$ cat config.mk
export PLATFORM = sky130hd
export DESIGN_NAME = turn_shot_controller_flat
export DESIGN_NICKNAME = d
export VERILOG_FILES = /design/src/rtl/turn_shot_controller_if.sv /design/src/rtl/turn_shot_controller.sv /design/src/flat_wrapper.sv
export SDC_FILE = /design/constraint.sdc
export NUM_CORES = 1
export LEC_CHECK = 0
export CELL_PAD_IN_SITES_DETAIL_PLACEMENT = 0
export CELL_PAD_IN_SITES_GLOBAL_PLACEMENT = 2
export CORE_ASPECT_RATIO = 0.9
export CORE_MARGIN = 1
export CORE_UTILIZATION = 34
export CTS_CLUSTER_DIAMETER = 80
export DETAILED_ROUTE_END_ITERATION = 10
export PLACE_DENSITY = 0.89
export SLEW_MARGIN = 10
export SYNTH_ARGS = -nofsm -noshare
export SYNTH_HDL_FRONTEND = slang
export SYNTH_SLANG_ARGS = --single-unit
export TNS_END_PERCENT = 30
$ cat constraint.sdc
create_clock -name frame_clk -period 3.37 [get_ports frame_clk]
set_input_delay 0.674 -clock frame_clk [delete_from_list [all_inputs] [get_ports frame_clk]]
set_output_delay 0.674 -clock frame_clk [all_outputs]
set_load 0.1 [all_outputs]
$ cat src/rtl/turn_shot_controller_if.sv
// Turn/shot handshake bundle between the game FSM, key synchronizers,
// bullet datapath (master side) and the turn_shot_controller (slave side).
interface turn_shot_controller_if;
  logic       game_start;
  logic       player1flag;
  logic       player2flag;
  logic       key_up;
  logic       key_down;
  logic       key_left;
  logic       key_right;
  logic       key_fire;
  logic       bull_stop;
  logic       bull_hit;
  logic       bull_shoot_flag1;
  logic       bull_shoot_flag2;
  logic       bull_stop_flag1;
  logic       bull_stop_flag2;
  logic [6:0] shot_angle;
  logic [3:0] shot_power;
  logic [3:0] health_1;
  logic [3:0] health_2;
  logic [9:0] turn_timer;
  logic [1:0] active_player;

  modport master (
    output game_start, player1flag, player2flag,
           key_up, key_down, key_left, key_right, key_fire,
           bull_stop, bull_hit,
    input  bull_shoot_flag1, bull_shoot_flag2, bull_stop_flag1, bull_stop_flag2,
           shot_angle, shot_power, health_1, health_2, turn_timer, active_player
  );

  modport slave (
    input  game_start, player1flag, player2flag,
           key_up, key_down, key_left, key_right, key_fire,
           bull_stop, bull_hit,
    output bull_shoot_flag1, bull_shoot_flag2, bull_stop_flag1, bull_stop_flag2,
           shot_angle, shot_power, health_1, health_2, turn_timer, active_player
  );
endinterface

$ cat src/rtl/turn_shot_controller.sv
// Sequences one player's shot per turn: aim with countdown, fire, wait for
// landing (or timeout), apply damage, then hand the turn back to the game FSM.
module turn_shot_controller #(
  parameter int unsigned TURN_FRAMES    = 600,
  parameter int unsigned FLIGHT_TIMEOUT = 255,
  parameter int unsigned MAX_HEALTH     = 10,
  parameter int unsigned DAMAGE         = 3,
  parameter int unsigned ANGLE_MAX      = 90,
  parameter int unsigned POWER_MAX      = 15
) (
  input logic                   frame_clk,
  input logic                   Reset,
  turn_shot_controller_if.slave bus
);

  localparam logic [9:0] TIMER_LOAD  = 10'(TURN_FRAMES);
  localparam logic [7:0] FLIGHT_LOAD = 8'(FLIGHT_TIMEOUT);
  localparam logic [3:0] HEALTH_LOAD = 4'(MAX_HEALTH);
  localparam logic [3:0] DMG         = 4'(DAMAGE);
  localparam logic [6:0] ANG_MAX     = 7'(ANGLE_MAX);
  localparam logic [3:0] PWR_MAX     = 4'(POWER_MAX);
  localparam logic [6:0] ANG_INIT    = 7'd45;
  localparam logic [3:0] PWR_INIT    = 4'd8;

  typedef enum logic [2:0] {IDLE, AIM, FIRE, FLIGHT, SCORE, DONE} state_t;

  state_t     state;
  logic       owner_p2;
  logic [6:0] angle_1, angle_2, cur_angle, next_angle;
  logic [3:0] power_1, power_2, cur_power, next_power;
  logic [3:0] health_1_q, health_2_q;
  logic [9:0] timer;
  logic [7:0] flight_cnt;
  logic       hit_q;
  logic       fire_prev;
  logic       fire_edge;

  function automatic logic [3:0] apply_damage(input logic [3:0] h);
    return (h <= DMG) ? 4'd0 : h - DMG;
  endfunction

  assign cur_angle = owner_p2 ? angle_2 : angle_1;
  assign cur_power = owner_p2 ? power_2 : power_1;
  assign fire_edge = bus.key_fire & ~fire_prev;

  // Opposing keys pressed together cancel; both ends saturate.
  always_comb begin
    next_angle = cur_angle;
    next_power = cur_power;
    if (bus.key_up && !bus.key_down && cur_angle < ANG_MAX)
      next_angle = cur_angle + 7'd1;
    else if (bus.key_down && !bus.key_up && cur_angle != 7'd0)
      next_angle = cur_angle - 7'd1;
    if (bus.key_right && !bus.key_left && cur_power < PWR_MAX)
      next_power = cur_power + 4'd1;
    else if (bus.key_left && !bus.key_right && cur_power > 4'd1)
      next_power = cur_power - 4'd1;
  end

  always_ff @(posedge frame_clk or negedge Reset) begin
    if (!Reset) begin
      state      <= IDLE;
      owner_p2   <= 1'b0;
      angle_1    <= ANG_INIT;
      angle_2    <= ANG_INIT;
      power_1    <= PWR_INIT;
      power_2    <= PWR_INIT;
      health_1_q <= HEALTH_LOAD;
      health_2_q <= HEALTH_LOAD;
      timer      <= '0;
      flight_cnt <= '0;
      hit_q      <= 1'b0;
      fire_prev  <= 1'b0;
    end else begin
      fire_prev <= bus.key_fire;
      case (state)
        IDLE: begin
          if (bus.game_start) begin
            angle_1    <= ANG_INIT;
            angle_2    <= ANG_INIT;
            power_1    <= PWR_INIT;
            power_2    <= PWR_INIT;
            health_1_q <= HEALTH_LOAD;
            health_2_q <= HEALTH_LOAD;
          end else if (bus.player1flag || bus.player2flag) begin
            owner_p2 <= ~bus.player1flag;
            timer    <= TIMER_LOAD;
            state    <= AIM;
          end
        end
        AIM: begin
          if (owner_p2) begin
            angle_2 <= next_angle;
            power_2 <= next_power;
          end else begin
            angle_1 <= next_angle;
            power_1 <= next_power;
          end
          timer <= timer - 10'd1;
          // Fire edge and expiry in the same frame still yield a single FIRE.
          if (fire_edge || timer <= 10'd1) begin
            timer <= '0;
            state <= FIRE;
          end
        end
        FIRE: begin
          flight_cnt <= FLIGHT_LOAD;
          state      <= FLIGHT;
        end
        FLIGHT: begin
          if (bus.bull_stop) begin
            hit_q <= bus.bull_hit;
            state <= SCORE;
          end else begin
            flight_cnt <= flight_cnt - 8'd1;
            if (flight_cnt <= 8'd1) begin
              hit_q <= 1'b0;
              state <= SCORE;
            end
          end
        end
        SCORE: begin
          if (hit_q) begin
            if (owner_p2) health_1_q <= apply_damage(health_1_q);
            else          health_2_q <= apply_damage(health_2_q);
          end
          state <= DONE;
        end
        DONE:    state <= IDLE;
        default: state <= IDLE;
      endcase
    end
  end

  assign bus.bull_shoot_flag1 = (state == FIRE) && !owner_p2;
  assign bus.bull_shoot_flag2 = (state == FIRE) &&  owner_p2;
  assign bus.bull_stop_flag1  = (state == DONE) && !owner_p2;
  assign bus.bull_stop_flag2  = (state == DONE) &&  owner_p2;
  assign bus.shot_angle       = cur_angle;
  assign bus.shot_power       = cur_power;
  assign bus.health_1         = health_1_q;
  assign bus.health_2         = health_2_q;
  assign bus.turn_timer       = timer;
  assign bus.active_player    = (state == IDLE) ? 2'b00 : (owner_p2 ? 2'b10 : 2'b01);

endmodule

$ cat src/flat_wrapper.sv
// flat-port wrapper written by rule: the top's interface ports become plain ports
module turn_shot_controller_flat 
#(
  parameter int unsigned TURN_FRAMES    = 600,
  parameter int unsigned FLIGHT_TIMEOUT = 255,
  parameter int unsigned MAX_HEALTH     = 10,
  parameter int unsigned DAMAGE         = 3,
  parameter int unsigned ANGLE_MAX      = 90,
  parameter int unsigned POWER_MAX      = 15
)
  (frame_clk, Reset, bus_game_start, bus_player1flag, bus_player2flag, bus_key_up, bus_key_down, bus_key_left, bus_key_right, bus_key_fire, bus_bull_stop, bus_bull_hit, bus_bull_shoot_flag1, bus_bull_shoot_flag2, bus_bull_stop_flag1, bus_bull_stop_flag2, bus_shot_angle, bus_shot_power, bus_health_1, bus_health_2, bus_turn_timer, bus_active_player);
  turn_shot_controller_if bus_i ();
  input logic frame_clk;
  input logic Reset;
  input wire logic [$bits(bus_i.game_start)-1:0] bus_game_start;
  input wire logic [$bits(bus_i.player1flag)-1:0] bus_player1flag;
  input wire logic [$bits(bus_i.player2flag)-1:0] bus_player2flag;
  input wire logic [$bits(bus_i.key_up)-1:0] bus_key_up;
  input wire logic [$bits(bus_i.key_down)-1:0] bus_key_down;
  input wire logic [$bits(bus_i.key_left)-1:0] bus_key_left;
  input wire logic [$bits(bus_i.key_right)-1:0] bus_key_right;
  input wire logic [$bits(bus_i.key_fire)-1:0] bus_key_fire;
  input wire logic [$bits(bus_i.bull_stop)-1:0] bus_bull_stop;
  input wire logic [$bits(bus_i.bull_hit)-1:0] bus_bull_hit;
  output wire logic [$bits(bus_i.bull_shoot_flag1)-1:0] bus_bull_shoot_flag1;
  output wire logic [$bits(bus_i.bull_shoot_flag2)-1:0] bus_bull_shoot_flag2;
  output wire logic [$bits(bus_i.bull_stop_flag1)-1:0] bus_bull_stop_flag1;
  output wire logic [$bits(bus_i.bull_stop_flag2)-1:0] bus_bull_stop_flag2;
  output wire logic [$bits(bus_i.shot_angle)-1:0] bus_shot_angle;
  output wire logic [$bits(bus_i.shot_power)-1:0] bus_shot_power;
  output wire logic [$bits(bus_i.health_1)-1:0] bus_health_1;
  output wire logic [$bits(bus_i.health_2)-1:0] bus_health_2;
  output wire logic [$bits(bus_i.turn_timer)-1:0] bus_turn_timer;
  output wire logic [$bits(bus_i.active_player)-1:0] bus_active_player;
  assign bus_i.game_start = bus_game_start;
  assign bus_i.player1flag = bus_player1flag;
  assign bus_i.player2flag = bus_player2flag;
  assign bus_i.key_up = bus_key_up;
  assign bus_i.key_down = bus_key_down;
  assign bus_i.key_left = bus_key_left;
  assign bus_i.key_right = bus_key_right;
  assign bus_i.key_fire = bus_key_fire;
  assign bus_i.bull_stop = bus_bull_stop;
  assign bus_i.bull_hit = bus_bull_hit;
  assign bus_bull_shoot_flag1 = bus_i.bull_shoot_flag1;
  assign bus_bull_shoot_flag2 = bus_i.bull_shoot_flag2;
  assign bus_bull_stop_flag1 = bus_i.bull_stop_flag1;
  assign bus_bull_stop_flag2 = bus_i.bull_stop_flag2;
  assign bus_shot_angle = bus_i.shot_angle;
  assign bus_shot_power = bus_i.shot_power;
  assign bus_health_1 = bus_i.health_1;
  assign bus_health_2 = bus_i.health_2;
  assign bus_turn_timer = bus_i.turn_timer;
  assign bus_active_player = bus_i.active_player;
  turn_shot_controller #(.TURN_FRAMES(TURN_FRAMES), .FLIGHT_TIMEOUT(FLIGHT_TIMEOUT), .MAX_HEALTH(MAX_HEALTH), .DAMAGE(DAMAGE), .ANGLE_MAX(ANGLE_MAX), .POWER_MAX(POWER_MAX)) u_core (.frame_clk(frame_clk), .Reset(Reset), .bus(bus_i));
endmodule
# After elaboration in Yosys (flattened, before gate mapping)
# Cells that the tools add are included.
word_totals:
  regBits: 54
  inputBits: 12
  out_inout_bits: 35
  word_cells: 122
classes:
  addsub: 8
  magnitude_cmp: 7
  n_eq_ne: 16
  muxes: 41
  bitwise: 4
  n_reduce_logical: 34
ops:
  columns: ["op", "count"]
  rows:
  - ["4-bit two-way mux", 13]
  - ["7-bit two-way mux", 6]
  - ["4-bit one-hot mux with 2 select lines", 4]
  - ["10-bit two-way mux", 3]
  - ["7-bit one-hot mux with 2 select lines", 2]
  - ["10-bit one-hot mux with 2 select lines", 1]
  - ["8-bit one-hot mux with 2 select lines", 1]
  - ["3-bit two-way mux", 5]
  - ["3-bit one-hot mux with 5 select lines", 1]
  - ["1-bit logical AND", 12]
  - ["3-bit AND reduction", 4]
  - ["4-bit AND reduction", 3]
  - ["10-bit by 1-bit less-or-equal comparator with 1-bit output (second input constant)", 1]
  - ["2-bit by 1-bit inequality test with 1-bit output (second input constant)", 5]
  - ["2-bit inequality test (second input constant)", 5]
  - ["10-bit by 1-bit subtractor with 10-bit output (second input constant)", 1]
  - ["4-bit by 2-bit less-or-equal comparator with 1-bit output (second input constant)", 2]
  - ["8-bit by 1-bit less-or-equal comparator with 1-bit output (second input constant)", 1]
  - ["8-bit two-way mux", 1]
  - ["2-bit nonzero test", 4]
  - ["4-bit by 2-bit subtractor with 4-bit output (second input constant)", 2]
  - ["8-bit by 1-bit subtractor with 8-bit output (second input constant)", 1]
  - ["7-bit by 1-bit adder with 7-bit output (second input constant)", 1]
  - ["7-bit less-than comparator (second input constant)", 1]
  - ["18 further kinds", 30]

# Logic depth before layout (Yosys ltp)
depth:
  ltp_word: 7
  depth_mapped: 11
  depth_no_buf: 8

# Worst setup path before layout
# Ideal clock, no wire load.
synth_timing:
  kind: "register to register"
  start: "register u_core.owner_p2"
  end: "register u_core.angle_1[3]"
  setup_time_ns: 0.086
  arrival_ns: 3.867
  required_ns: 3.284
  slack_ns: -0.583
  stages_incl_launch_ff: 7
  path_buffers: 3
  synth_period_minus_slack_ns: 3.953
  cell_sequence: "dfrtp_1 buf_6 buf_2 buf_2 o21ai_0 o221ai_1 a32oi_1"
synth_between:
  elab_chain_len: 7
  elab_cells_between_ends: 13
synth_rtl:
  columns: ["element", "line_no", "rtl"]
  rows:
  - ["from (decl)", "turn_shot_controller.sv:28", "logic owner_p2;"]
  - ["from (signal assigned)", "turn_shot_controller.sv:86", "owner_p2 <= ~bus.player1flag;"]
  - ["7-bit two-way mux *", "turn_shot_controller.sv:42", "assign cur_angle = owner_p2 ? angle_2 : angle_1;"]
  - ["named net bus_shot_angle[3]", "flat_wrapper.sv:29", "output wire logic [$bits(bus_i.shot_angle)-1:0] bus_shot_angle;"]
  - ["branches (longest 3 deep; another with 7-bit by 1-bit subtractor with 7-bit output)", null, null]
  - ["7-bit two-way mux *", "turn_shot_controller.sv:50", "if (bus.key_up && !bus.key_down && cur_angle < ANG_MAX)"]
  - ["7-bit two-way mux *", "turn_shot_controller.sv:92", "if (owner_p2) begin"]
  - ["7-bit one-hot mux with 2 select lines *", "turn_shot_controller.sv:76", "case (state)"]
  - ["to (signal assigned)", "turn_shot_controller.sv:96", "angle_1 <= next_angle;"]
  - ["to (decl)", "turn_shot_controller.sv:29", "logic [6:0] angle_1, angle_2, cur_angle, next_angle;"]
# Mark *: on every way through the listed nets, which the timed path passes. The select of a mux whose other input is x is not followed.
# A chain may end at the register's enable or synchronous reset.

# Final worst setup path
layout_timing:
  start: "register u_core.owner_p2"
  end: "output port bus_shot_angle[5]"
layout_between:
  elab_chain_len: 1
layout_rtl:
  columns: ["element", "line_no"]
  rows:
  - ["7-bit two-way mux", "turn_shot_controller.sv:42"]
  - ["to (decl)", "flat_wrapper.sv:29"]
# No other way between the ends.

==> flow_summary.json <==
{
  "critical_path_class": "reg2out",
  "clk_latency_ns": 0.29,
  "yosysWarnings": 0,
  "synthMuxAreaShare_pct": 5.59,
  "fill_cells": 1003,
  "min_period_ns": 2.89,
  "crit_fanout": 22,
  "fin_hold_ws_ns": 0.320,
  "post_drt_wl_per_cell_microns": 16.0,
  "syn_area_sq_um": 3510,
  "rsz0062_at_grt": "false",
  "crit_required_ns": 2.70,
  "tightest_slew_ns": 0.875,
  "drtAntennaViolNets": 0,
  "dp_hpwl_microns": 6650,
  "setup_slack_ns": 0.483,
  "grt_max_degree": 35,
  "fp.coreArea_sq_um": 9870,
  "r2r-start": "u_core.owner_p2$_DFFE_PN0P_",
  "worstHoldPathType": "in2async",
  "ys_seq_area_share_pct": 39.0,
  "synth_flop_cell": "dfrtp_1",
  "initial_core_util_pct": 35.6,
  "slew-limit-headroom_pct": 41.1,
  "yosysUniqueCellTypes": 63,
  "r2r_cells": 8,
  "synth_compound_area_share_pct": 23.5,
  "pre_cts_ws_ns": 0.597,
  "synthesis.nets": 415,
  "fin_skew_ns": 0.00581,
  "nets": 463,
  "critPathLaunchType": "register",
  "synth-seq-cells": 54,
  "synth-xor-area-share_pct": 1.50,
  "die_h_microns": 98.4,
  "grt-ovfl-total": 0,
  "diodes": 0,
  "ctsResizeCount": 0,
  "port_buffers": 46,
  "first_pass_iters": 4,
  "clock.fmax_mhz": 346,
  "synth_top_area_share_pct": 28.5,
  "tns_ns": 0,
  "status": "completed",
  "vias_per_cell": 5.57,
  "dieArea_sq_um": 10700,
  "htreeDepth": 2,
  "drc": 0,
  "drive_gt1_share_pct": 19.1,
  "wl_microns": 9070,
  "finalHoldViolations": 0,
  "synth-edff-count": 0,
  "cts_sinks": 54,
  "rr_endpoint": "u_core.angle_1[4]$_DFFE_PN0P_",
  "synth-adder-area-share_pct": 4.27,
  "cts_buffers": 5,
  "crit_path_cell_trace": "buf_4 > mux2i_1 > inv_1 > buf_12",
  "synth_top_family_by_area": "compound AO/OA/AOI/OAI gates",
  "slowest_delay_ns": 0.74,
  "postCtsSetupRepairBufs": 0,
  "ctsHoldBuffers": 0,
  "grt_pass1_wl_microns": 15400,
  "avgSynthCellArea_sq_um": 8.99,
  "routabilityCongestion": 0.848,
  "area_delta_synth_final_pct": 22.5,
  "slew_viol_final": 0,
  "synth_area_leaders": "dfrtp_1, dfstp_2, ha_1",
  "yosys.area_share.simple_pct": 22.3,
  "route.vias.total": 3153,
  "cts.clk_slew.worst_paths_ns": 0.08,
  "synth_top_area_cell": "dfrtp_1",
  "rows": 34,
  "r2r_setup_slack_ns": 0.55,
  "finalSetupViolCount": 0,
  "period_share_pct": 85.7,
  "worst-path-buf-inv": 3,
  "worstPathArrival_ns": 2.21,
  "grtUsageTotal_pct": 18.0,
  "initialDrtViolationCount": 124,
  "cts_tree": "built",
  "max_cap_violations": 0,
  "clk_path_buf_depth": 2,
  "async_flop_share_pct": 100,
  "synthCells": 391,
  "endpoint_kind": "output port",
  "grt_pass1_vias": 3039,
  "die_w_microns": 109,
  "critical-path-top-delay-family": "buffers and inverters",
  "cp_slowest_cell": "dfrtp_1",
  "antenna_found_initial": 0,
  "num_io_pins": 47,
  "clk_root_buffer_cell": "clkbuf_16"
}
[worst max path at each step]
stage               cells after the start                       endpoint  slack (ns)                   startpoint
global route                            4              bus_shot_angle[5]        0.32  u_core.owner_p2$_DFFE_PN0P_
floorplan                              11  u_core.angle_1[4]$_DFFE_PN0P_        0.23  u_core.owner_p2$_DFFE_PN0P_
global placement                        8  u_core.angle_1[4]$_DFFE_PN0P_        0.67  u_core.owner_p2$_DFFE_PN0P_
finish                                  4              bus_shot_angle[5]        0.48  u_core.owner_p2$_DFFE_PN0P_
detailed placement                      8  u_core.angle_1[4]$_DFFE_PN0P_        0.60  u_core.owner_p2$_DFFE_PN0P_
CTS                                     4              bus_shot_angle[5]        0.47  u_core.owner_p2$_DFFE_PN0P_
[state kept, by name, summed over array words and instances, names as in the netlist]
register	flops
u_core.angle_1	7
u_core.angle_2	7
u_core.bus.health_1	4
u_core.bus.health_2	4
u_core.bus.turn_timer	10
u_core.fire_prev	1
u_core.flight_cnt	8
u_core.hit_q	1
u_core.owner_p2	1
u_core.power_1	4
u_core.power_2	4
u_core.state	3
[cells in the final DEF, fill, tap and decap left out, types with 4 or more instances in the layout]
master / instances
mux2_2: 4
o31ai_1: 4
a31oi_1: 10
dfstp_2: 14
nor3_1: 15
a21oi_1: 15
buf_12: 8
o22a_1: 6
a211oi_1: 5
or3_1: 4
nand2_1: 39
nor2_1: 32
clkdlybuf4s50_1: 10
clkbuf_16: 5
mux2i_1: 7
nor2b_1: 6
nor4_1: 6
inv_1: 17
o21ai_0: 26
nand3_1: 15
dfrtp_1: 40
a22o_1: 6
nand2b_1: 9
a21o_1: 7
buf_4: 35
ha_1: 12
[worst reg2reg max path: stages (launching register included)]
cell and delay (ns):
dfrtp_1 0.74, mux2i_1 0.43, inv_1 0.16, ha_1 0.29
and4_1 0.23, o211ai_1 0.17, o22ai_1 0.15, or4_1 0.50
nand3_1 0.10
[stage by stage]
stage,instances,instance area (sq um),utilization (%)
3_3_place_gp,558,4130,41.9
5_1_grt,566,4310,43.6
2_1_floorplan,391,3510,-
4_1_cts,566,4310,43.6
6_report,566,4310,43.6
3_5_place_dp,558,4130,41.9
[area by class of cell]
cell class	instances	area, sq um	share of cell area (%)
multi-input combinational	305	2010	46.6
sequential	54	1370	31.8
timing repair buffer	54	528	12.3
tap	126	158	3.66
clock buffer	5	125	2.91
inverter	19	71.3	1.66
clock inverter	3	48.8	1.13
[cells in the mapped netlist (all sizes together) (7+ instances only)]
cell,n
a21oi,15
nor3,15
dfstp,14
nand2b,9
ha,12
dfrtp,40
nor2,34
nand3,15
o21ai,29
a21o,7
inv,19
clkbuf,7
mux2i,11
a31oi,10
nand2,39
[cell families after synthesis]
family | after synthesis
and+or+nand+nor | 154
adders and majority gates | 12
xor gates and xnor gates | 6
muxes | 15
buffers and inverters | 32
AOI/OAI and AO/OA | 118
DFF | 54
[metal layers]
layer / track usage [%] / vias up / part of all wire (%)
li1: - / 1556 / -
met1: 26.5 / 1536 / 50
met2: 28.1 / 57 / 46
met3: 2.38 / 4 / 2.9
met4: 3.85 / 0 / 0.72
met5: 0 / - / 0
Power is not shown: default switching activity piles up to over one toggle a cycle in this logic, so the estimate is an artifact.
